## config.mk

```make
export PLATFORM = sky130hd
export DESIGN_NAME = instr_enc
export DESIGN_NICKNAME = d
export VERILOG_FILES = /design/src/rtl/instr_enc.sv
export SDC_FILE = /design/constraint.sdc
export NUM_CORES = 1
export LEC_CHECK = 0
export ABC_AREA = 0
export BUFFER_PORTS_ARGS = -buffer_cell sky130_fd_sc_hd__buf_2
export CAP_MARGIN = 0
export CELL_PAD_IN_SITES_DETAIL_PLACEMENT = 1
export CELL_PAD_IN_SITES_GLOBAL_PLACEMENT = 1
export CORE_UTILIZATION = 41
export DETAILED_ROUTE_END_ITERATION = 12
export GPL_TIMING_DRIVEN = 0
export PLACE_DENSITY = 0.82
export SYNTH_ARGS = -nofsm -noshare
export SYNTH_HDL_FRONTEND = slang
export SYNTH_SLANG_ARGS = --single-unit
```

## constraint.sdc

```tcl
create_clock -name clk -period 2.8 [get_ports clk]
set_input_delay 0.42 -clock clk [delete_from_list [all_inputs] [get_ports clk]]
set_output_delay 0.42 -clock clk [all_outputs]
set_load 0.03 [all_outputs]
```

## src/rtl/instr_enc.sv

```systemverilog
// RV32I instruction encoder: packs instruction fields into a 32-bit word and buffers it in a 2-entry FIFO.
// Optional build macro INSTR_ENC_RANGE_CHECK_EN adds err_range and rejects immediates that do not fit their format.
module instr_enc (
  input  logic        clk,
  input  logic        rst,
  input  logic        in_valid,
  output logic        in_ready,
  input  logic [2:0]  in_cls,
  input  logic [2:0]  in_funct3,
  input  logic        in_f7b5,
  input  logic [4:0]  in_rd,
  input  logic [4:0]  in_rs1,
  input  logic [4:0]  in_rs2,
  input  logic [31:0] in_imm,
  output logic        out_valid,
  input  logic        out_ready,
  output logic [31:0] out_instr,
  output logic        err_illegal,
  output logic [15:0] emit_cnt,
`ifdef INSTR_ENC_RANGE_CHECK_EN
  output logic        err_range,
`endif
  output logic [1:0]  dbg_state
);

  localparam logic [2:0] CLS_LOAD   = 3'd0;
  localparam logic [2:0] CLS_STORE  = 3'd1;
  localparam logic [2:0] CLS_RTYPE  = 3'd2;
  localparam logic [2:0] CLS_BRANCH = 3'd3;
  localparam logic [2:0] CLS_ITYPE  = 3'd4;
  localparam logic [2:0] CLS_JAL    = 3'd5;

  localparam logic [6:0] OP_LOAD   = 7'b0000011;
  localparam logic [6:0] OP_STORE  = 7'b0100011;
  localparam logic [6:0] OP_REG    = 7'b0110011;
  localparam logic [6:0] OP_BRANCH = 7'b1100011;
  localparam logic [6:0] OP_IMM    = 7'b0010011;
  localparam logic [6:0] OP_JAL    = 7'b1101111;

  typedef enum logic [1:0] {
    EMPTY = 2'd0,
    ONE   = 2'd1,
    FULL  = 2'd2
  } fifo_state_e;

  fifo_state_e state_q, state_d;
  logic [31:0] head_q, head_d;
  logic [31:0] tail_q, tail_d;
  logic [15:0] emit_cnt_q, emit_cnt_d;
  logic        err_illegal_q, err_illegal_d;

  logic [31:0] enc_word;
  logic        cls_legal;
  logic        accept;
  logic        push;
  logic        pop;

  // Handshake: a transfer happens on a rising edge where valid and ready are
  // both high; valid must not wait on ready. An accepted request with an
  // illegal class (or out-of-range immediate) completes but stores nothing.
  assign in_ready  = !rst && (state_q != FULL);
  assign out_valid = (state_q != EMPTY);
  assign accept    = in_valid && in_ready;
  assign pop       = out_valid && out_ready;

  always_comb begin
    enc_word  = '0;
    cls_legal = 1'b1;
    case (in_cls)
      CLS_LOAD:   enc_word = {in_imm[11:0], in_rs1, in_funct3, in_rd, OP_LOAD};
      CLS_ITYPE:  enc_word = {in_imm[11:0], in_rs1, in_funct3, in_rd, OP_IMM};
      CLS_STORE:  enc_word = {in_imm[11:5], in_rs2, in_rs1, in_funct3,
                              in_imm[4:0], OP_STORE};
      CLS_RTYPE:  enc_word = {1'b0, in_f7b5, 5'b00000, in_rs2, in_rs1,
                              in_funct3, in_rd, OP_REG};
      CLS_BRANCH: enc_word = {in_imm[12], in_imm[10:5], in_rs2, in_rs1,
                              in_funct3, in_imm[4:1], in_imm[11], OP_BRANCH};
      CLS_JAL:    enc_word = {in_imm[20], in_imm[10:1], in_imm[11],
                              in_imm[19:12], in_rd, OP_JAL};
      default:    cls_legal = 1'b0;
    endcase
  end

`ifdef INSTR_ENC_RANGE_CHECK_EN
  logic range_ok;
  logic fits_i, fits_b, fits_j;
  logic err_range_q, err_range_d;

  // A value fits an N-bit signed field when all bits above N-2 equal the sign.
  assign fits_i = (&in_imm[31:11]) || !(|in_imm[31:11]);
  assign fits_b = !in_imm[0] && ((&in_imm[31:12]) || !(|in_imm[31:12]));
  assign fits_j = !in_imm[0] && ((&in_imm[31:20]) || !(|in_imm[31:20]));

  always_comb begin
    range_ok = 1'b1;
    case (in_cls)
      CLS_LOAD, CLS_ITYPE, CLS_STORE: range_ok = fits_i;
      CLS_BRANCH:                     range_ok = fits_b;
      CLS_JAL:                        range_ok = fits_j;
      default:                        range_ok = 1'b1;
    endcase
  end

  assign push        = accept && cls_legal && range_ok;
  assign err_range_d = accept && cls_legal && !range_ok;
  assign err_range   = err_range_q;

  always_ff @(posedge clk or posedge rst) begin
    if (rst) begin
      err_range_q <= 1'b0;
    end else begin
      err_range_q <= err_range_d;
    end
  end
`else
  logic unused_imm_hi;
  assign unused_imm_hi = ^in_imm[31:21];
  assign push          = accept && cls_legal;
`endif

  assign err_illegal_d = accept && !cls_legal;
  assign emit_cnt_d    = pop ? emit_cnt_q + 16'd1 : emit_cnt_q;

  // The head register always feeds out_instr, so it only changes on a pop or
  // on a push into an empty FIFO; that keeps the word stable under backpressure.
  always_comb begin
    state_d = state_q;
    head_d  = head_q;
    tail_d  = tail_q;
    case (state_q)
      EMPTY: begin
        if (push) begin
          head_d  = enc_word;
          state_d = ONE;
        end
      end
      ONE: begin
        case ({push, pop})
          2'b10: begin
            tail_d  = enc_word;
            state_d = FULL;
          end
          2'b01: state_d = EMPTY;
          2'b11: head_d  = enc_word;
          default: state_d = ONE;
        endcase
      end
      FULL: begin
        if (pop) begin
          head_d  = tail_q;
          state_d = ONE;
        end
      end
      default: state_d = EMPTY;
    endcase
  end

  always_ff @(posedge clk or posedge rst) begin
    if (rst) begin
      state_q       <= EMPTY;
      head_q        <= '0;
      tail_q        <= '0;
      emit_cnt_q    <= '0;
      err_illegal_q <= 1'b0;
    end else begin
      state_q       <= state_d;
      head_q        <= head_d;
      tail_q        <= tail_d;
      emit_cnt_q    <= emit_cnt_d;
      err_illegal_q <= err_illegal_d;
    end
  end

  assign out_instr   = head_q;
  assign emit_cnt    = emit_cnt_q;
  assign err_illegal = err_illegal_q;
  assign dbg_state   = state_q;

endmodule
```

* Yosys cells after proc, flatten, opt, wreduce, memory -nomap -nowiden
Cells that the tools add are included.
** Operators by class
- $add $sub $neg :: 1
- Reductions and logical operators :: 15
- Mux-type cells :: 10
- Equal/unequal tests :: 15
** Operator list (count)
- one-hot mux 32 bit (6 select lines) :: 1
- 2-to-1 mux 32 bit :: 3
- one-hot mux 32 bit (3 select lines) :: 1
- adder 16 x 1 -> 16 bit (second input constant) :: 1
- one-hot mux 2 bit (3 select lines) :: 2
- inequality test 2 bit (second input constant) :: 4
- equality test 2 bit (second input constant) :: 3
- equality test 3 x 2 -> 1 bit (second input constant) :: 2
- equality test 3 bit (second input constant) :: 2
- OR reduction 6 bit :: 1
- logical AND 1 bit :: 5
- equality test 2 x 1 -> 1 bit (second input constant) :: 2
- 2-to-1 mux 2 bit :: 2
- AND reduction 4 bit :: 1
- equality test 3 x 1 -> 1 bit (second input constant) :: 1
- logical NOT 3 bit :: 1
- AND reduction 3 bit :: 1
- nonzero test 3 bit :: 1
- logical NOT 1 bit :: 2
- logical NOT 2 bit :: 1
- inequality test 2 x 1 -> 1 bit (second input constant) :: 1
- AND reduction 2 bit :: 1
- nonzero test 2 bit :: 1
- 2-to-1 mux 1 bit :: 1
** Word-level totals
- Input bits :: 58
- Bits in registers :: 83
- Output and inout port bits :: 53

* Depth between registers and ports, before layout
Gate-level depths: netlist of the first run.
- Depth after elaboration :: 7
- Depth in mapped cells :: 11

* Worst setup path before layout of the first run
OpenSTA, ideal clock, no wires.
- Path type :: input to register
- Start point :: in rst
- End point :: reg head_q[10], in the netlist out_instr[10]
- Required time :: 2.675 ns
- Stages :: 9
- Path slack :: -0.945 ns
- Buffers on the path :: 1
- Arrival :: 3.620 ns
- Cells stage by stage :: inv_1 nand3_1 a21oi_1 ha_1 nor2b_1 o21ai_2 nand2_8 buf_12 mux2_4
** Between the ends
- Cells in the longest elaborated chain, start to end :: 7
- Elaborated cells on any way between the ends :: 8
- Classes of those cells :: 3 x eq/ne; 5 x reduce/logical
** Ends and longest elaborated chain
- start: declaration :: line 5 : input logic rst,
- logical NOT 1 bit (no source line) *
- logical AND 1 bit * :: line 61 : assign in_ready = !rst && (state_q != FULL);
- logical AND 1 bit * :: line 63 : assign accept = in_valid && in_ready;
- logical AND 1 bit * :: line 118 : assign push = accept && cls_legal;
- equality test 2 bit :: line 138 : case ({push, pop})
- inequality test 2 x 1 -> 1 bit (no source line)
- AND reduction 4 bit (no source line) *
- end signal: assignment :: line 161 : head_q <= '0;
- end signal: assignment :: line 167 : head_q <= head_d;
- end: declaration :: line 47 : logic [31:0] head_q, head_d;
Every way passes the cells marked *; elsewhere a longest branch is shown, timed or not.
A chain may end at the register's enable or synchronous reset.

* Worst setup path after layout of the first run
- Start point :: reg state_q[1], in the netlist dbg_state[1]
- End point :: reg head_q[20], in the netlist out_instr[20]
** Between the ends
- Cells in the longest elaborated chain, start to end :: 7
- Elaborated cells on any way between the ends :: 16
- Classes of those cells :: 7 x eq/ne; 1 x mux; 8 x reduce/logical
** Ends and longest elaborated chain
- start: declaration :: line 46 : fifo_state_e state_q, state_d;
- start signal: assignment :: line 166 : state_q <= state_d;
- inequality test 2 bit :: line 61
- logical AND 1 bit :: line 61
- logical AND 1 bit :: line 63
- logical AND 1 bit :: line 118
- equality test 2 bit :: line 138
- inequality test 2 x 1 -> 1 bit (no source line)
- AND reduction 4 bit (no source line)
Parallel ways exist; a longest one is shown, timed or not.

==> flow_metrics.tcl, run 1 <==
set metrics [dict create \
    ys_seq_area_share_pct 47.2 \
    arrival_ns 2.87 \
    place.gp.congestion 0.795 \
    synth_nets 451 \
    ys_types 50 \
    fin_tns_setup_ns 0 \
    synth_top_area_share_pct 47.2 \
    h-tree-depth 3 \
    cts_sinks 79 \
    netlist_area_um2 4190 \
    grt_first_pass_wirelength_mm 18.6 \
    dp.cells 622 \
    p_per_area_nw_per_um2 1020 \
    syn2layout_area_growth_pct 22.5 \
    maxSlewViolCount 0 \
    synth_top_family_by_area "simple AND/OR/NAND/NOR gates" \
    pin_count 111 \
    ys.flop_type "dfrtp_1" \
    dp_hpwl_mm 8.33 \
    routedWlPerCell_um 17.9 \
    grt_overflow 0 \
    critPathSlowestCell "dfrtp_1" \
    initial_core_util_pct 42.6 \
    finalClockSkew_ns 0.0105 \
    synth_mux_area_share_pct 12.0 \
    ys_ff_latch 79 \
    p_leak_nw 2.52 \
    setup_viol 0 \
    place_area_um2 4910 \
    numCtsBuffers 9 \
    critical_path_depth 11 \
    clk_latency_ns 0.35 \
    critPathTopFamily "buffers and inverters" \
    reg2reg_depth 11 \
    mostFrequentLayoutCells "buf_2, dfrtp_1, nand2_1, o21ai_0, mux2_4" \
    synth_xor_xnor_area_share_pct 3.14 \
    die_area_um2 10600 \
    holdWs_ns 0.0799 \
    tightest_slew_ns 0.642 \
    crit_path_end_kind "flip-flop" \
    postCtsSetupBuffers 0 \
    yosysWarnings 0 \
    cp_num_buf_inv 3 \
    synth_area_leaders "dfrtp_1, mux2_4, o21ai_0" \
    crit_type "flip-flop to flip-flop" \
    core_area_um2 9820 \
    path_cells "nand2b_1 -> buf_2 -> clkbuf_4 -> nand3_2 -> a21oi_2 -> ha_2 -> nor2b_2 -> o21ai_2 -> nand2_8 -> buf_12 -> mux2_4" \
    synth-edff-count 0 \
    nets 563 \
    final_util_pct 52.2 \
    antenna_found_initial 0 \
    period_minus_slack_ns 2.63 \
    synth_fa_ha_area_share_pct 1.20 \
    max_cap_viol_count 0 \
    yosysTopAreaCell "dfrtp_1" \
    yosys.area_share.simple_pct 16.0 \
    max_slew_margin_pct 57.0 \
    via_count 3393 \
    rows 36 \
    grt_pass1_vias 3567 \
    rsz0062_at_grt "false" \
    initialDrtViolationCount 152 \
    die_h_um 103 \
    synthArstFlopShare_pct 100 \
    grt_max_degree 30 \
    via_per_inst 5.31 \
    hold_class "primary input to async pin" \
    drtPass1Iterations 4 \
    startpoint_type "flip-flop" \
    die_x_um 103 \
    slowest_delay_ns 0.50 \
    clk_path_buf_depth 2 \
    clkTransAtPathRegs_ns 0.09 \
    wl_mm 11.4 \
    final_area_um2 5130 \
    syn_area_per_cell_um2 10.8 \
    layout.cells.non_filler 639 \
    cts_tree "built" \
    status "completed" \
    ant_nets 0 \
    drive_gt1_share_pct 37.4 \
    port_buffers 98 \
    synth_compound_area_share_pct 15.0 \
    required_ns 3.03 \
    antenna_cells 0 \
    track_usage_pct 23.1 \
    synthCells 389 \
    peakVddDrop_v 0.000417 \
    max_freq_mhz 380 \
    final_common_cell "buf_2" \
    path_max_fanout 10 \
    period_share_pct 94.1 \
    finalHoldViolCount 0 \
    route.detailed.drc 0 \
    cts_root_buffer "clkbuf_8" \
]
routing by layer:
layer	routed length [um]	GRT usage, %
met1	5150	29.8
met2	5610	38.3
met3	486	4.95
met4	199	8.13
met5	0	0
cell type report:
cell class	count	area, um^2
Clock inverter	5	81.3
Clock buffer	11	131
Tap cell	133	166
Fill cell	1165	4690
Timing Repair inverter	1	5.00
Sequential cell	79	1980
Inverter	4	18.8
Multi-Input combinational cell	280	2000
Timing Repair Buffer	100	531
Buffer	26	223
kinds of logic (layout without fill, tap and decap cells):
kind of cell | count (synthesis) | after routing
simple gates | 130 | 130
compound gates | 96 | 96
flops | 79 | 79
mux | 35 | 35
buf+inv | 30 | 147
xor+xnor | 15 | 15
fa+ha+maj | 4 | 4
worst reg2reg max path: stages (launching register included):
cell	delay, ns
dfrtp_1	0.50
nand2b_1	0.12
buf_2	0.21
clkbuf_4	0.27
nand3_2	0.12
a21oi_2	0.19
ha_2	0.21
nor2b_2	0.05
o21ai_2	0.25
nand2_8	0.11
buf_12	0.17
mux2_4	0.30
stage by stage:
step | power [W] | setup slack, ns
floorplan | 0.00366 | -0.201
global placement | 0.00418 | -1.02
detailed placement | 0.00428 | -0.302
CTS | 0.00524 | 0.0574
global route | 0.00550 | 0.0198
finish | 0.00521 | 0.166
power by group:
part / switching (W) / leakage (nW) / total [W] / internal [W]
combinational: 0.00133 / 1.41 / 0.00238 / 0.00105
clock: 0.000446 / 0.104 / 0.000952 / 0.000505
sequential: 0.000293 / 1.00 / 0.00187 / 0.00158
total: 0.00207 / 2.52 / 0.00521 / 0.00314
path summary, 6_finish.rpt:
| path | start | endpoint | slack (ns) |
|---|---|---|---|
| max | dbg_state[1] | out_instr[20] | 0.17 |
| min | rst | tail_q[26] | 0.08 |
| max reg2reg | dbg_state[1] | out_instr[20] | 0.17 |
| min reg2reg | emit_cnt[15] | emit_cnt[15] | 0.47 |
| max in group asynchronous | rst | dbg_state[0] | 2.03 |
| min in group clk | out_ready | dbg_state[1] | 0.33 |
synth_stat cells, types with 6 or more instances:
cell,number
nand2_1,52
nand3_1,9
nor2b_1,15
a21oi_1,16
xnor2_1,11
dfrtp_1,79
a221oi_1,6
nor2_1,24
buf_2,6
buf_4,8
mux2_4,30
o21ai_0,43
sequential cells by signal, indices dropped and copies added (netlist names):
register	flops
dbg_state	2
emit_cnt	16
err_illegal	1
out_instr	30
tail_q	30
timing repair:
action                                  4_1_cts  5_1_grt
endpoints found under the setup margin        0       57
gates resized for setup                       0        2
hold endpoints to repair                      0        0
hold buffers                                  0        0
No activity file was read; power rests on OpenSTA's default activity.
==> inputs of run 2 (changes only) <==
--- a/config.mk
+++ b/config.mk
@@ -14,6 +14,7 @@
 export DETAILED_ROUTE_END_ITERATION = 12
 export GPL_TIMING_DRIVEN = 0
 export PLACE_DENSITY = 0.82
+export SETUP_SLACK_MARGIN = 0.3
 export SYNTH_ARGS = -nofsm -noshare
 export SYNTH_HDL_FRONTEND = slang
 export SYNTH_SLANG_ARGS = --single-unit
==> run 2 against run 1 <==
Compared with the run above:
- clock power down 7.4%
- critical endpoint is now out_instr[28]
- first-iteration DRC count unchanged
- utilization up 0.48 points
- die area unchanged
- largest power group unchanged
- combinational power up 3%
- power about the same
- largest cell class unchanged
- routed wire length up 3.0%
==> flow_metrics.tcl, run 2 (synthesis gave the netlist of run 1 again) <==
set metrics [dict create \
    antenna_found_initial 0 \
    setup_viol 0 \
    rows 36 \
    via_count 3412 \
    finalHoldViolCount 0 \
    grt_pass1_vias 3591 \
    cts_root_buffer "clkbuf_8" \
    period_share_pct 86.1 \
    antenna_cells 0 \
    drtPass1Iterations 4 \
    place.gp.congestion 0.796 \
    crit_type "flip-flop to flip-flop" \
    h-tree-depth 3 \
    grt_max_degree 32 \
    wl_mm 11.8 \
    drive_gt1_share_pct 39.0 \
    reg2reg_depth 11 \
    seqCellArea_um2 1980 \
    ant_nets 0 \
    maxSlewViolCount 0 \
    route.detailed.drc 0 \
    rsz0062_at_grt "false" \
    setup_ws_ns 0.390 \
    p_leak_nw 2.55 \
    clk_path_buf_depth 2 \
    core_area_um2 9820 \
    p_per_area_nw_per_um2 1010 \
    initialDrtViolationCount 152 \
    crit_path_end_kind "flip-flop" \
    grt_first_pass_wirelength_mm 18.9 \
    finalClockSkew_ns 0.0117 \
    routedWlPerCell_um 18.4 \
    n_fill_cell 1157 \
    max_freq_mhz 415 \
    tightest_slew_ns 0.529 \
    port_buffers 98 \
    max_slew_margin_pct 64.5 \
    holdWs_ns 0.0278 \
    clkTransAtPathRegs_ns 0.09 \
    clk_latency_ns 0.37 \
    status "completed" \
    cts_sinks 79 \
    mostFrequentLayoutCells "buf_2, dfrtp_1, nand2_1, o21ai_0, mux2_4" \
    multiInputGateArea_um2 2000 \
    pin_count 111 \
    required_ns 3.04 \
    syn2layout_area_growth_pct 23.6 \
    max_cap_viol_count 0 \
    cts_tree "built" \
    die_x_um 103 \
    final_common_cell "buf_2" \
    dp_slack_ns 0.0620 \
    fin_tns_setup_ns 0 \
    die_h_um 103 \
    dp_hpwl_mm 8.46 \
    die_area_um2 10600 \
    path_max_fanout 10 \
    hold_class "primary input to async pin" \
    numCtsBuffers 9 \
    nets 565 \
    via_per_inst 5.32 \
    initial_core_util_pct 42.6 \
    arrival_ns 2.65 \
    startpoint_type "flip-flop" \
    track_usage_pct 23.9 \
    period_minus_slack_ns 2.41 \
    ctsHoldBuffers 0 \
    peakVddDrop_v 0.000514 \
    grt_overflow 0 \
]
run 2: cell types whose count changed in the layout (fill, tap and decap cells not counted), moves of 2 or more:
cell and delta:
buf_4 +3, clkbuf_8 +4, clkinv_2 +2, clkbuf_1 -6
buf_2 -2, buf_6 +2
run 2: power by group:
part	switching (W)	internal (W)
clock network	0.000451	0.000432
logic	0.00136	0.00109
registers	0.000294	0.00158
total	0.00211	0.00310
run 2: path summary, 6_finish.rpt:
| check | to | startpoint | slack [ns] |
|---|---|---|---|
| setup reg to reg | out_instr[28] | dbg_state[1] | 0.39 |
| setup / recovery | out_instr[28] | dbg_state[1] | 0.39 |
| min in group clk | dbg_state[1] | out_ready | 0.33 |
| max in group asynchronous | dbg_state[1] | rst | 2.08 |
| hold reg to reg | emit_cnt[15] | emit_cnt[15] | 0.48 |
| hold / removal | tail_q[26] | rst | 0.03 |
run 2: layout make-up:
cell class / instances / share of cell area [%]
Clock buffer: 10 / 2.66
Tap cell: 133 / 3.21
Clock inverter: 6 / 1.16
Inverter: 4 / 0.362
Timing Repair Buffer: 102 / 10.5
Buffer: 26 / 5.20
Multi-Input combinational cell: 280 / 38.5
Timing Repair inverter: 1 / 0.0967
Sequential cell: 79 / 38.2
run 2: routing by layer:
metal	global-route usage (%)	vias to the layer above	share of wire [%]	wire length, um
met1	30.8	1718	44	5190
met4	9.32	0	1.6	188
met2	40.6	96	51	6000
met3	3.46	15	3.4	403
met5	0	-	0	0
li1	-	1583	-	-
run 2: per-stage QoR:
step | util [%] | instances | cell area, um^2 | power, W
4_1_cts | 52.6 | 639 | 5160 | 0.00524
2_1_floorplan | - | 389 | 4250 | 0.00367
5_1_grt | 52.7 | 641 | 5180 | 0.00550
3_3_place_gp | 50.0 | 620 | 4910 | 0.00420
6_report | 52.7 | 641 | 5180 | 0.00521
3_5_place_dp | 50.4 | 622 | 4950 | 0.00431
run 2: worst max-delay path, stage by stage, from the launching register on:
cell and delay (ns):
dfrtp_2 0.45, nand2b_1 0.08, buf_4 0.17, buf_6 0.16
nand3_2 0.11, a21oi_2 0.20, ha_2 0.23, nor2b_2 0.06
o21ai_2 0.24, nand2_8 0.10, buf_12 0.17, mux2_4 0.30
run 2: what timing repair did:
item,4_1_cts,5_1_grt
setup buffers,1,1
gates resized for setup,5,0
cloned,0,1
setup endpoints to repair,54,31
pin swaps,1,1
